==> src/rtl/complex_mult_arbiter_if.sv <==
// complex_mult_arbiter_if: requester-side and multiplier-side buses of the complex multiplier arbiter
interface complex_mult_arbiter_if #(
  parameter int DATA_WIDTH = 8,
  parameter int RES_WIDTH = 2*DATA_WIDTH+1
);
  logic [1:0]              s_op_val;
  logic [1:0]              s_op_ready;
  logic [8*DATA_WIDTH-1:0] s_op_data;
  logic [1:0]              s_res_val;
  logic [1:0]              s_res_ready;
  logic [RES_WIDTH-1:0]    s_res_re;
  logic [RES_WIDTH-1:0]    s_res_im;
  logic                    s_err;
  logic                    m_op_val;
  logic                    m_op_ready;
  logic [4*DATA_WIDTH-1:0] m_op_data;
  logic                    m_res_val;
  logic                    m_res_ready;
  logic [RES_WIDTH-1:0]    m_res_re;
  logic [RES_WIDTH-1:0]    m_res_im;
  logic                    m_sw_rst;
  modport slave (
    input  s_op_val, s_op_data, s_res_ready, m_op_ready, m_res_val, m_res_re, m_res_im,
    output s_op_ready, s_res_val, s_res_re, s_res_im, s_err, m_op_val, m_op_data, m_res_ready, m_sw_rst
  );
  modport master (
    output s_op_val, s_op_data, s_res_ready, m_op_ready, m_res_val, m_res_re, m_res_im,
    input  s_op_ready, s_res_val, s_res_re, s_res_im, s_err, m_op_val, m_op_data, m_res_ready, m_sw_rst
  );
endinterface

==> src/rtl/complex_mult_arbiter.sv <==
// complex_mult_arbiter: round-robin sharing of one complex multiplier between two requesters.
// Optional watchdog abort on a stuck multiplier enabled by defining CMA_TIMEOUT_EN.
module complex_mult_arbiter #(
  parameter int DATA_WIDTH = 8,
  parameter int RES_WIDTH = 2*DATA_WIDTH+1,
  parameter int TIMEOUT_CYCLES = 64
) (
  input logic clk,
  input logic rstn,
  complex_mult_arbiter_if.slave bus
);
  localparam logic [1:0] IDLE = 2'd0, ISSUE = 2'd1, WAIT_RES = 2'd2, DELIVER = 2'd3;
  localparam int OW = 4*DATA_WIDTH;
  logic [1:0] state;
  logic grant, last, pick, tmo;
  logic [OW-1:0] ops;
  logic [RES_WIDTH-1:0] res_re, res_im;
  // on a tie the requester not served last wins
  assign pick = (&bus.s_op_val) ? ~last : bus.s_op_val[1];
  assign bus.m_op_val = state == ISSUE;
  assign bus.m_res_ready = state == WAIT_RES;
  assign bus.s_res_val = state == DELIVER ? (grant ? 2'b10 : 2'b01) : 2'b00;
  assign bus.m_op_data = ops;
  assign bus.s_res_re = res_re;
  assign bus.s_res_im = res_im;
`ifdef CMA_TIMEOUT_EN
  localparam int CW = $clog2(TIMEOUT_CYCLES) + 1;
  logic [CW-1:0] cnt;
  logic err, sw_rst;
  assign tmo = state == WAIT_RES && !bus.m_res_val && cnt == CW'(TIMEOUT_CYCLES - 1);
  assign bus.s_err = err;
  assign bus.m_sw_rst = sw_rst;
  always_ff @(posedge clk or negedge rstn)
    if (!rstn) begin
      cnt <= '0;
      err <= 1'b0;
      sw_rst <= 1'b0;
    end else begin
      cnt <= state == WAIT_RES ? cnt + 1'b1 : '0;
      sw_rst <= tmo;
      err <= state == WAIT_RES ? tmo : err;
    end
`else
  // a limit that can never be reached keeps the watchdog out of this build
  assign tmo = TIMEOUT_CYCLES < 0;
  assign bus.s_err = 1'b0;
  assign bus.m_sw_rst = 1'b0;
`endif
  always_ff @(posedge clk or negedge rstn)
    if (!rstn) begin
      state <= IDLE;
      grant <= 1'b0;
      last <= 1'b1;
      ops <= '0;
      res_re <= '0;
      res_im <= '0;
      bus.s_op_ready <= 2'b00;
    end else begin
      bus.s_op_ready <= 2'b00;
      case (state)
        IDLE: if (|bus.s_op_val) begin
          grant <= pick;
          ops <= pick ? bus.s_op_data[OW +: OW] : bus.s_op_data[0 +: OW];
          bus.s_op_ready <= pick ? 2'b10 : 2'b01;
          state <= ISSUE;
        end
        ISSUE: if (bus.m_op_ready) state <= WAIT_RES;
        WAIT_RES: if (bus.m_res_val) begin
          res_re <= bus.m_res_re;
          res_im <= bus.m_res_im;
          state <= DELIVER;
        end else if (tmo) begin
          res_re <= '0;
          res_im <= '0;
          state <= DELIVER;
        end
        default: if (bus.s_res_ready[grant]) begin
          last <= grant;
          state <= IDLE;
        end
      endcase
    end
endmodule

==> src/flat_wrapper.sv <==
// flat-port wrapper written by rule: the top's interface ports become plain ports
module complex_mult_arbiter_flat 
#(
  parameter int DATA_WIDTH = 8,
  parameter int RES_WIDTH = 2*DATA_WIDTH+1,
  parameter int TIMEOUT_CYCLES = 64
)
  (clk, rstn, bus_s_op_val, bus_s_op_data, bus_s_res_ready, bus_m_op_ready, bus_m_res_val, bus_m_res_re, bus_m_res_im, bus_s_op_ready, bus_s_res_val, bus_s_res_re, bus_s_res_im, bus_s_err, bus_m_op_val, bus_m_op_data, bus_m_res_ready, bus_m_sw_rst);
  complex_mult_arbiter_if #(.DATA_WIDTH(DATA_WIDTH), .RES_WIDTH(RES_WIDTH)) bus_i ();
  input logic clk;
  input logic rstn;
  input wire logic [$bits(bus_i.s_op_val)-1:0] bus_s_op_val;
  input wire logic [$bits(bus_i.s_op_data)-1:0] bus_s_op_data;
  input wire logic [$bits(bus_i.s_res_ready)-1:0] bus_s_res_ready;
  input wire logic [$bits(bus_i.m_op_ready)-1:0] bus_m_op_ready;
  input wire logic [$bits(bus_i.m_res_val)-1:0] bus_m_res_val;
  input wire logic [$bits(bus_i.m_res_re)-1:0] bus_m_res_re;
  input wire logic [$bits(bus_i.m_res_im)-1:0] bus_m_res_im;
  output wire logic [$bits(bus_i.s_op_ready)-1:0] bus_s_op_ready;
  output wire logic [$bits(bus_i.s_res_val)-1:0] bus_s_res_val;
  output wire logic [$bits(bus_i.s_res_re)-1:0] bus_s_res_re;
  output wire logic [$bits(bus_i.s_res_im)-1:0] bus_s_res_im;
  output wire logic [$bits(bus_i.s_err)-1:0] bus_s_err;
  output wire logic [$bits(bus_i.m_op_val)-1:0] bus_m_op_val;
  output wire logic [$bits(bus_i.m_op_data)-1:0] bus_m_op_data;
  output wire logic [$bits(bus_i.m_res_ready)-1:0] bus_m_res_ready;
  output wire logic [$bits(bus_i.m_sw_rst)-1:0] bus_m_sw_rst;
  assign bus_i.s_op_val = bus_s_op_val;
  assign bus_i.s_op_data = bus_s_op_data;
  assign bus_i.s_res_ready = bus_s_res_ready;
  assign bus_i.m_op_ready = bus_m_op_ready;
  assign bus_i.m_res_val = bus_m_res_val;
  assign bus_i.m_res_re = bus_m_res_re;
  assign bus_i.m_res_im = bus_m_res_im;
  assign bus_s_op_ready = bus_i.s_op_ready;
  assign bus_s_res_val = bus_i.s_res_val;
  assign bus_s_res_re = bus_i.s_res_re;
  assign bus_s_res_im = bus_i.s_res_im;
  assign bus_s_err = bus_i.s_err;
  assign bus_m_op_val = bus_i.m_op_val;
  assign bus_m_op_data = bus_i.m_op_data;
  assign bus_m_res_ready = bus_i.m_res_ready;
  assign bus_m_sw_rst = bus_i.m_sw_rst;
  complex_mult_arbiter #(.DATA_WIDTH(DATA_WIDTH), .RES_WIDTH(RES_WIDTH), .TIMEOUT_CYCLES(TIMEOUT_CYCLES)) u_core (.clk(clk), .rstn(rstn), .bus(bus_i));
endmodule
==> config.mk <==
export PLATFORM = sky130hd
export DESIGN_NAME = complex_mult_arbiter_flat
export DESIGN_NICKNAME = d
export VERILOG_FILES = /design/src/rtl/complex_mult_arbiter_if.sv /design/src/rtl/complex_mult_arbiter.sv /design/src/flat_wrapper.sv
export SDC_FILE = /design/constraint.sdc
export NUM_CORES = 1
export LEC_CHECK = 0
export CAP_MARGIN = 30
export CORE_ASPECT_RATIO = 1.5
export CORE_MARGIN = 8
export CORE_UTILIZATION = 40
export CTS_CLUSTER_SIZE = 24
export DETAILED_ROUTE_END_ITERATION = 6
export HOLD_SLACK_MARGIN = 0.15
export PLACE_DENSITY_LB_ADDON = 0.1
export SLEW_MARGIN = 20
export SYNTH_ARGS = -nofsm -noshare
export SYNTH_HDL_FRONTEND = slang
export SYNTH_SLANG_ARGS = --single-unit
==> constraint.sdc <==
create_clock -name clk -period 4.3 [get_ports clk]
set_input_delay 0.43 -clock clk [delete_from_list [all_inputs] [get_ports clk]]
set_output_delay 0.43 -clock clk [all_outputs]
set_load 0.02 [all_outputs]
==> key figures, run 1 <==
Clock tree
  • Num Clock Sinks: 72
  • Clock transition at the registers of the reported paths: 0.07 ns
  • Clk Latency, worst-skew pair: 0.33 ns
  • CTS root buf: clkbuf_8
  • TritonCTS Buffers: 9
  • Post-CTS setup buffer count: 0
  • CTS tree: built
  • Max Root-Sink Buffers: 2
  • CTS H-Tree Depth: 3

Yosys
  • Most frequent cell after synthesis: dfrtp_1
  • Mean Syn Cell Area: roughly 14 sq um
  • Register bit total from synthesis: slightly above 70
  • Post-synthesis cell type count: 27
  • Compound-Gate Fraction of Synth Area: roughly an eighth
  • Main combinational cell family by area after synthesis: multiplexers
  • Synth Cell Area: a little under 3000 sq um
  • Yosys warning total: 0
  • Largest cells by area after synthesis: dfrtp_1 60%, mux2_1 12%, a222oi_1 10%
  • Top cell type's share of synthesized area: 59.7%
  • Ys async rst share: 100%
  • Mux contribution to synthesized area: 15.1%
  • XOR/XNOR Fraction of Synth Area: 0%
  • EDFF count, synth: 0
  • Most frequent cells after synthesis: 71 x dfrtp_1, 32 x inv_1, 31 x mux2_1
  • Simple-Gate Fraction of Synth Area: 1.72%
  • Cell count after synthesis: 219
  • Yosys top cell by area: dfrtp_1
  • Adder-cell share of the synthesized area: 2.10%
  • Proportion of synthesized chip area in sequential cells: 60.6%
  • Predominant post-synthesis flop cell: dfrtp_1

Hold path
  • HP Class: reg2reg

Critical path
  • WP data required: 3.87 ns
  • Critical setup path kind: reg2out
  • Cells along the critical path: ha_1 > nor2b_1 > clkdlybuf4s50_1
  • Worst Setup Start Kind: flip-flop
  • Critical path capture point type: output pin
  • Highest net fanout along the worst path: 5
  • CP arrival: about 1.8 ns
  • Max stage delay cell, worst path: clkdlybuf4s50_1
  • CP max stage delay: between 0.6 and 0.7 ns

STA
  • Max-slew headroom at the worst pin: between 50% and 60%
  • Final count of hold timing violations: 0
  • Slew Limit Fails: 0
  • Fmax achieved: approximately 450 MHz
  • Final Skew: roughly 0.0061 ns
  • Setup TNS: 0 ns
  • Final min period: 2.24 ns
  • Fin crit share: 52.2%
  • Pin slew with the least headroom to its limit: 0.705 ns
  • Unrepaired setup endpoints after global routing: false
  • Final setup fails: 0

Global routing
  • GR peak layer: met2
  • Initial antenna violation count: 0
  • M1 GR Usage: 18.8%
  • First-pass GRT wire length: 14.1 mm
  • Global route overflow: 0
  • Grt met3 use: between 6 and 7%
  • GRT met2 Usage: 28.7%
  • Gr usage total: 17.3%
  • Pin count of the biggest net entering global routing: 73
  • Vias in the first global route: 2730

Route
  • DR WL/cell: 17.6 microns
  • Pre-antenna DRT Iters: 6
  • Via count: roughly 2500
  • Initial DRC Count: 146
  • Vias/cell: 4.98
  • DRT Wirelength: 8.83 mm
  • Remaining DRCs: 0
  • ANT nets after route: 0

Cells and area
  • Non-filler cells, final: 503
  • Ant diodes: 0
  • Share of cells above drive strength 1: 7.94%
  • # nets final: around 510
  • Area grow syn2layout: 68.8%
  • Fill count: 557
  • Fin area: roughly 5000 sq um

Die
  • DIE WIDTH: 86.4 microns
  • FP Rows: 38
  • Area of the die: 10500 sq um
  • Initial Util: 41.2%
  • Core Area: 7230 sq um
  • Die Y: around 120 microns
  • # IOs: 180

Pwr
  • Pleak: between 0.002 and 0.0025 uW
  • PwrDens: 709 nW/um^2
  • Peak supply drop: 0.390 mV
  • Final Power: 3560 uW

Placement
  • Routability Congestion: 0.755
  • Dpl cell area: around 4800 sq um
  • HPWL Detailed: 6.95 mm
  • PortBufs: roughly 180
  • Placed insts: between 400 and 500

Outcome
  • Status: finished, final reports clean

Run
  • Max cap viols: 0
## layout make-up
| cell class | instances | area, sq um | area share [%] |
|---|---|---|---|
| Clock buffer | 13 | 169 | 3.36 |
| Clock inverter | 3 | 15.0 | 0.299 |
| Inverter | 34 | 128 | 2.54 |
| Multi-Input combinational cell | 99 | 952 | 19.0 |
| Sequential cell | 72 | 1800 | 35.9 |
| Tap cell | 100 | 125 | 2.49 |
| Timing Repair Buffer | 182 | 1830 | 36.4 |
## critical path, delay by kind of cell (launching register included)
family | cells | cell delay (ns)
buffers and inverters | 1 | 0.62
DFF | 1 | 0.43
adders and majority gates | 1 | 0.27
and+or+nand+nor | 1 | 0.17
## final timing paths
check	startpoint	to	slack (ns)	cells after the start
worst min-delay path	u_core.bus.s_res_im[14]	u_core.bus.s_res_im[14]	0.49	1
worst max register to register	u_core.state[0]	u_core.bus.m_op_data[17]	2.39	6
max in group asynchronous	rstn	u_core.last	3.22	3
min in group asynchronous	rstn	u_core.bus.s_res_im[12]	0.50	2
worst min register to register	u_core.bus.s_res_im[14]	u_core.bus.s_res_im[14]	0.49	1
worst max-delay path	u_core.state[1]	bus_s_res_val[0]	2.06	3
## cells in the final DEF, fill, tap and decap left out, drive strengths merged
cell type and count:
clkbuf 13, buf 5, conb 2, o31ai 1
nand2 6, a222oi 30, dlygate4sd3 1, nor2 2
and2 2, o21ai 4, inv 33, ha 5
mux2 36, dfrtp 71, nor2b 1, dfstp 1
mux2i 4, a21oi 3, a21o 1, clkdlybuf4s50 176
a21boi 1, o21bai 1, clkinv 4
## metrics by stage
step | worst slack [ns] | hold slack [ns] | util, %
2_1_floorplan | 2.65 | 0.134 | -
3_3_place_gp | 2.19 | 0.467 | 66.4
3_5_place_dp | 2.15 | 0.480 | 66.4
4_1_cts | 2.02 | 0.239 | 69.0
5_1_grt | 1.98 | 0.509 | 69.5
6_report | 2.06 | 0.489 | 69.5
## repair_timing
action	in CTS	in global routing
gates resized for setup	0	0
hold buffers	0	1
endpoints found under the hold margin	0	15
## per-layer routing
layer	routed length (microns)	vias to the layer above
met5	0	-
met4	214	0
met3	876	16
met2	4430	142
met1	3310	1202
li1	-	1147
## cells by family after synthesis
group	after synthesis
adder cells (fa/ha/maj)	5
AO/OA/AOI/OAI	41
flip-flops	72
multiplexers	40
AND/OR/NAND/NOR	11
other	1
buffers and inverters	49
## state kept, by name, indices dropped and copies added (netlist names)
| name | flops |
|---|---|
| u_core.bus.s_res_re | 17 |
| u_core.bus.s_op_ready | 2 |
| u_core.state | 2 |
| u_core.last | 1 |
| u_core.grant | 1 |
| u_core.bus.s_res_im | 17 |
| u_core.bus.m_op_data | 32 |
## power breakdown
group | internal (uW) | switching [uW] | total (uW)
combinational | 954 | 921 | 1870
clock | 254 | 233 | 487
sequential | 1010 | 185 | 1200
total | 2220 | 1340 | 3560
Power figures use the tool's default switching activity.
==> run 2, diff against run 1 <==
--- a/config.mk
+++ b/config.mk
@@ -8,7 +8,7 @@
 export CAP_MARGIN = 30
 export CORE_ASPECT_RATIO = 1.5
 export CORE_MARGIN = 8
-export CORE_UTILIZATION = 40
+export CORE_UTILIZATION = 37
 export CTS_CLUSTER_SIZE = 24
 export DETAILED_ROUTE_END_ITERATION = 6
 export HOLD_SLACK_MARGIN = 0.15
==> constraint.sdc (replaced) <==
create_clock -name clk -period 2.3 [get_ports clk]
set_input_delay 0.23 -clock clk [delete_from_list [all_inputs] [get_ports clk]]
set_output_delay 0.23 -clock clk [all_outputs]
set_load 0.02 [all_outputs]
==> run 2 against run 1 <==
Against the previous run:
- via count is 1.2% lower
- non-clock buffer count stayed put
- utilization is 4.5 points lower
- setup slack worse by 1.7 ns
- final cell count is 0.99% higher
- critical path depth stayed put
- register-to-register slack worse by 1.8 ns
- first-iteration DRC count is 0.68% higher
- design area is 2.4% higher
- count of clock-buffer cells in the layout is 2 lower
==> key figures, run 2 (synthesis gave the netlist of run 1 again) <==
Outcome
  • Status: finished, final reports clean

Clock tree
  • Clock transition at the registers of the reported paths: 0.06 ns (about the same)
  • CTS H-Tree Depth: 3 (unchanged)
  • TritonCTS Buffers: 9 (unchanged)
  • Post-CTS setup buffer count: 0 (unchanged)
  • Num Clock Sinks: 72 (unchanged)
  • # resized after CTS: 0 (unchanged)
  • Max Root-Sink Buffers: 2 (unchanged)
  • CTS tree: built
  • CTS root buf: clkbuf_16
  • Hold-fix buffers, CTS: 1 (+1)
  • Clk Latency, worst-skew pair: 0.32 ns (about the same)

Run
  • Max cap viols: 0 (unchanged)

STA
  • Final min period: approximately 2.0 ns
  • Setup TNS: 0 ns (unchanged)
  • Final count of hold timing violations: 0 (unchanged)
  • Fin crit share: between 80% and 90%
  • Final Skew: 0.00374 ns (-0.00237 ns)
  • Unrepaired setup endpoints after global routing: false
  • Final WS setup: 0.320 ns (-1.74 ns)
  • Final setup fails: 0 (unchanged)
  • Fmax achieved: 505 MHz
  • Slew Limit Fails: 0 (unchanged)

Placement
  • PortBufs: 177 (unchanged)
  • Pre-CTS WS: 0.454 ns (-1.70 ns)
  • HPWL Detailed: 6.82 mm (-1.9%)
  • Dpl cell area: 4810 sq um (+0.13%)
  • Routability Congestion: 0.754 (about the same)

Global routing
  • Initial antenna violation count: 1 (+1)
  • Pin count of the biggest net entering global routing: 73 (unchanged)
  • Global route overflow: 0 (unchanged)
  • Gr usage total: 16.6% (-0.63 points)
  • Vias in the first global route: 2856 (+4.6%)
  • First-pass GRT wire length: 14.4 mm (+2.5%)

Critical path
  • Critical path capture point type: output pin
  • CP max stage delay: 0.62 ns (about the same)
  • Cells along the critical path: ha_1 > nor2b_1 > clkdlybuf4s50_1
  • WP data required: 2.07 ns (-1.80 ns)
  • CP arrival: 1.75 ns (-0.06 ns)
  • Worst Setup Start Kind: flip-flop
  • Reg2reg path depth: 7 (+1)
  • Max stage delay cell, worst path: clkdlybuf4s50_1
  • Highest net fanout along the worst path: 5 (unchanged)
  • Critical setup path kind: reg2out

Cells and area
  • Fill count: 656 (+18%)
  • Share of cells above drive strength 1: 7.46% (-0.48 points)
  • Commonest non-fill, non-tap cell in the layout: clkdlybuf4s50_1
  • Fin area: 5140 sq um (+2.4%)
  • Max reg flops: 32 (unchanged)
  • Area grow syn2layout: 72.8%
  • Commonest cells after routing, fill and taps aside: 176 x clkdlybuf4s50_1, 71 x dfrtp_1, 32 x inv_1, 31 x mux2_1, 30 x a222oi_1
  • Final core occ: 65.0% (-4.5 points)
  • Area of the multi-input gates: 952 sq um (unchanged)
  • # nets final: 509 (unchanged)
  • FF+latch area: 1800 sq um (unchanged)

Die
  • FP Rows: 40 (+5.3%)
  • DIE WIDTH: 89.2 microns (+3.2%)
  • Initial Util: 37.6% (-3.5 points)
  • Area of the die: 11200 sq um (+6.8%)
  • # IOs: 180 (unchanged)
  • Core Area: 7910 sq um (+9.4%)
  • Die Y: 126 microns (+3.4%)

Pwr
  • Final Power: 7180 uW (+100%)
  • Pleak: 0.00229 uW (+2.1%)
  • PwrDens: 1400 nW/um^2 (+97%)
  • Peak supply drop: 0.727 mV (+86%)

Route
  • ANT nets after route: 0 (unchanged)
  • Vias/cell: 4.88 (-2.2%)
  • Pre-antenna DRT Iters: 6 (unchanged)
  • DRT Wirelength: 8.99 mm (+1.8%)
  • DR WL/cell: 17.7 microns (+0.78%)
  • Via count: 2477 (-1.2%)
  • Initial DRC Count: 147 (+0.68%)
  • Remaining DRCs: 0 (unchanged)

Hold path
  • HP Class: in2async
==> run 2: critical path, delay by kind of cell (launching register included) <==
kind	cells	cell delay, ns
DFF	1	0.41
buffers and inverters	1	0.62
adders and majority gates	1	0.25
and+or+nand+nor	1	0.15
==> run 2: path summary, 6_finish.rpt <==
| kind | to | slack (ns) | from |
|---|---|---|---|
| setup / recovery | bus_s_res_val[0] | 0.32 | u_core.state[1] |
| hold / removal | u_core.bus.s_res_im[14] | 0.38 | rstn |
| setup reg to reg | u_core.bus.m_op_data[31] | 0.56 | u_core.state[0] |
| hold reg to reg | u_core.bus.m_op_data[30] | 0.48 | u_core.bus.m_op_data[30] |
| max in group asynchronous | u_core.last | 1.30 | rstn |
| min in group clk | u_core.bus.m_op_data[30] | 0.48 | u_core.bus.m_op_data[30] |
==> run 2: final cells by class <==
| type | count | share of cell area (%) |
|---|---|---|
| Clock inverter | 4 | 1.36 |
| Sequential cell | 72 | 35.1 |
| Antenna cell | 1 | 0.0487 |
| Clock buffer | 11 | 4.53 |
| Tap cell | 105 | 2.56 |
| Timing Repair Buffer | 182 | 35.4 |
| Multi-Input combinational cell | 99 | 18.5 |
| Inverter | 34 | 2.48 |
==> run 2: per-stage QoR <==
stage | hold slack, ns | std cells
3_3_place_gp | 0.425 | 490
3_5_place_dp | 0.426 | 490
5_1_grt | 0.411 | 508
6_report | 0.375 | 508
2_1_floorplan | -0.0656 | 220
4_1_cts | 0.480 | 506
==> run 2: power breakdown <==
group          total, uW  internal [uW]  switching [uW]
clock network       1430            940             490
registers           2240           1900             339
logic               3510           1780            1730
==> run 2: layer usage <==
layer / GRT usage (%) / vias up / wire [microns]
met2: 26.2 / 141 / 4350
met5: 0 / - / 0
met3: 7.29 / 14 / 1070
li1: - / 1147 / -
met1: 18.6 / 1175 / 3350
met4: 7.58 / 0 / 219
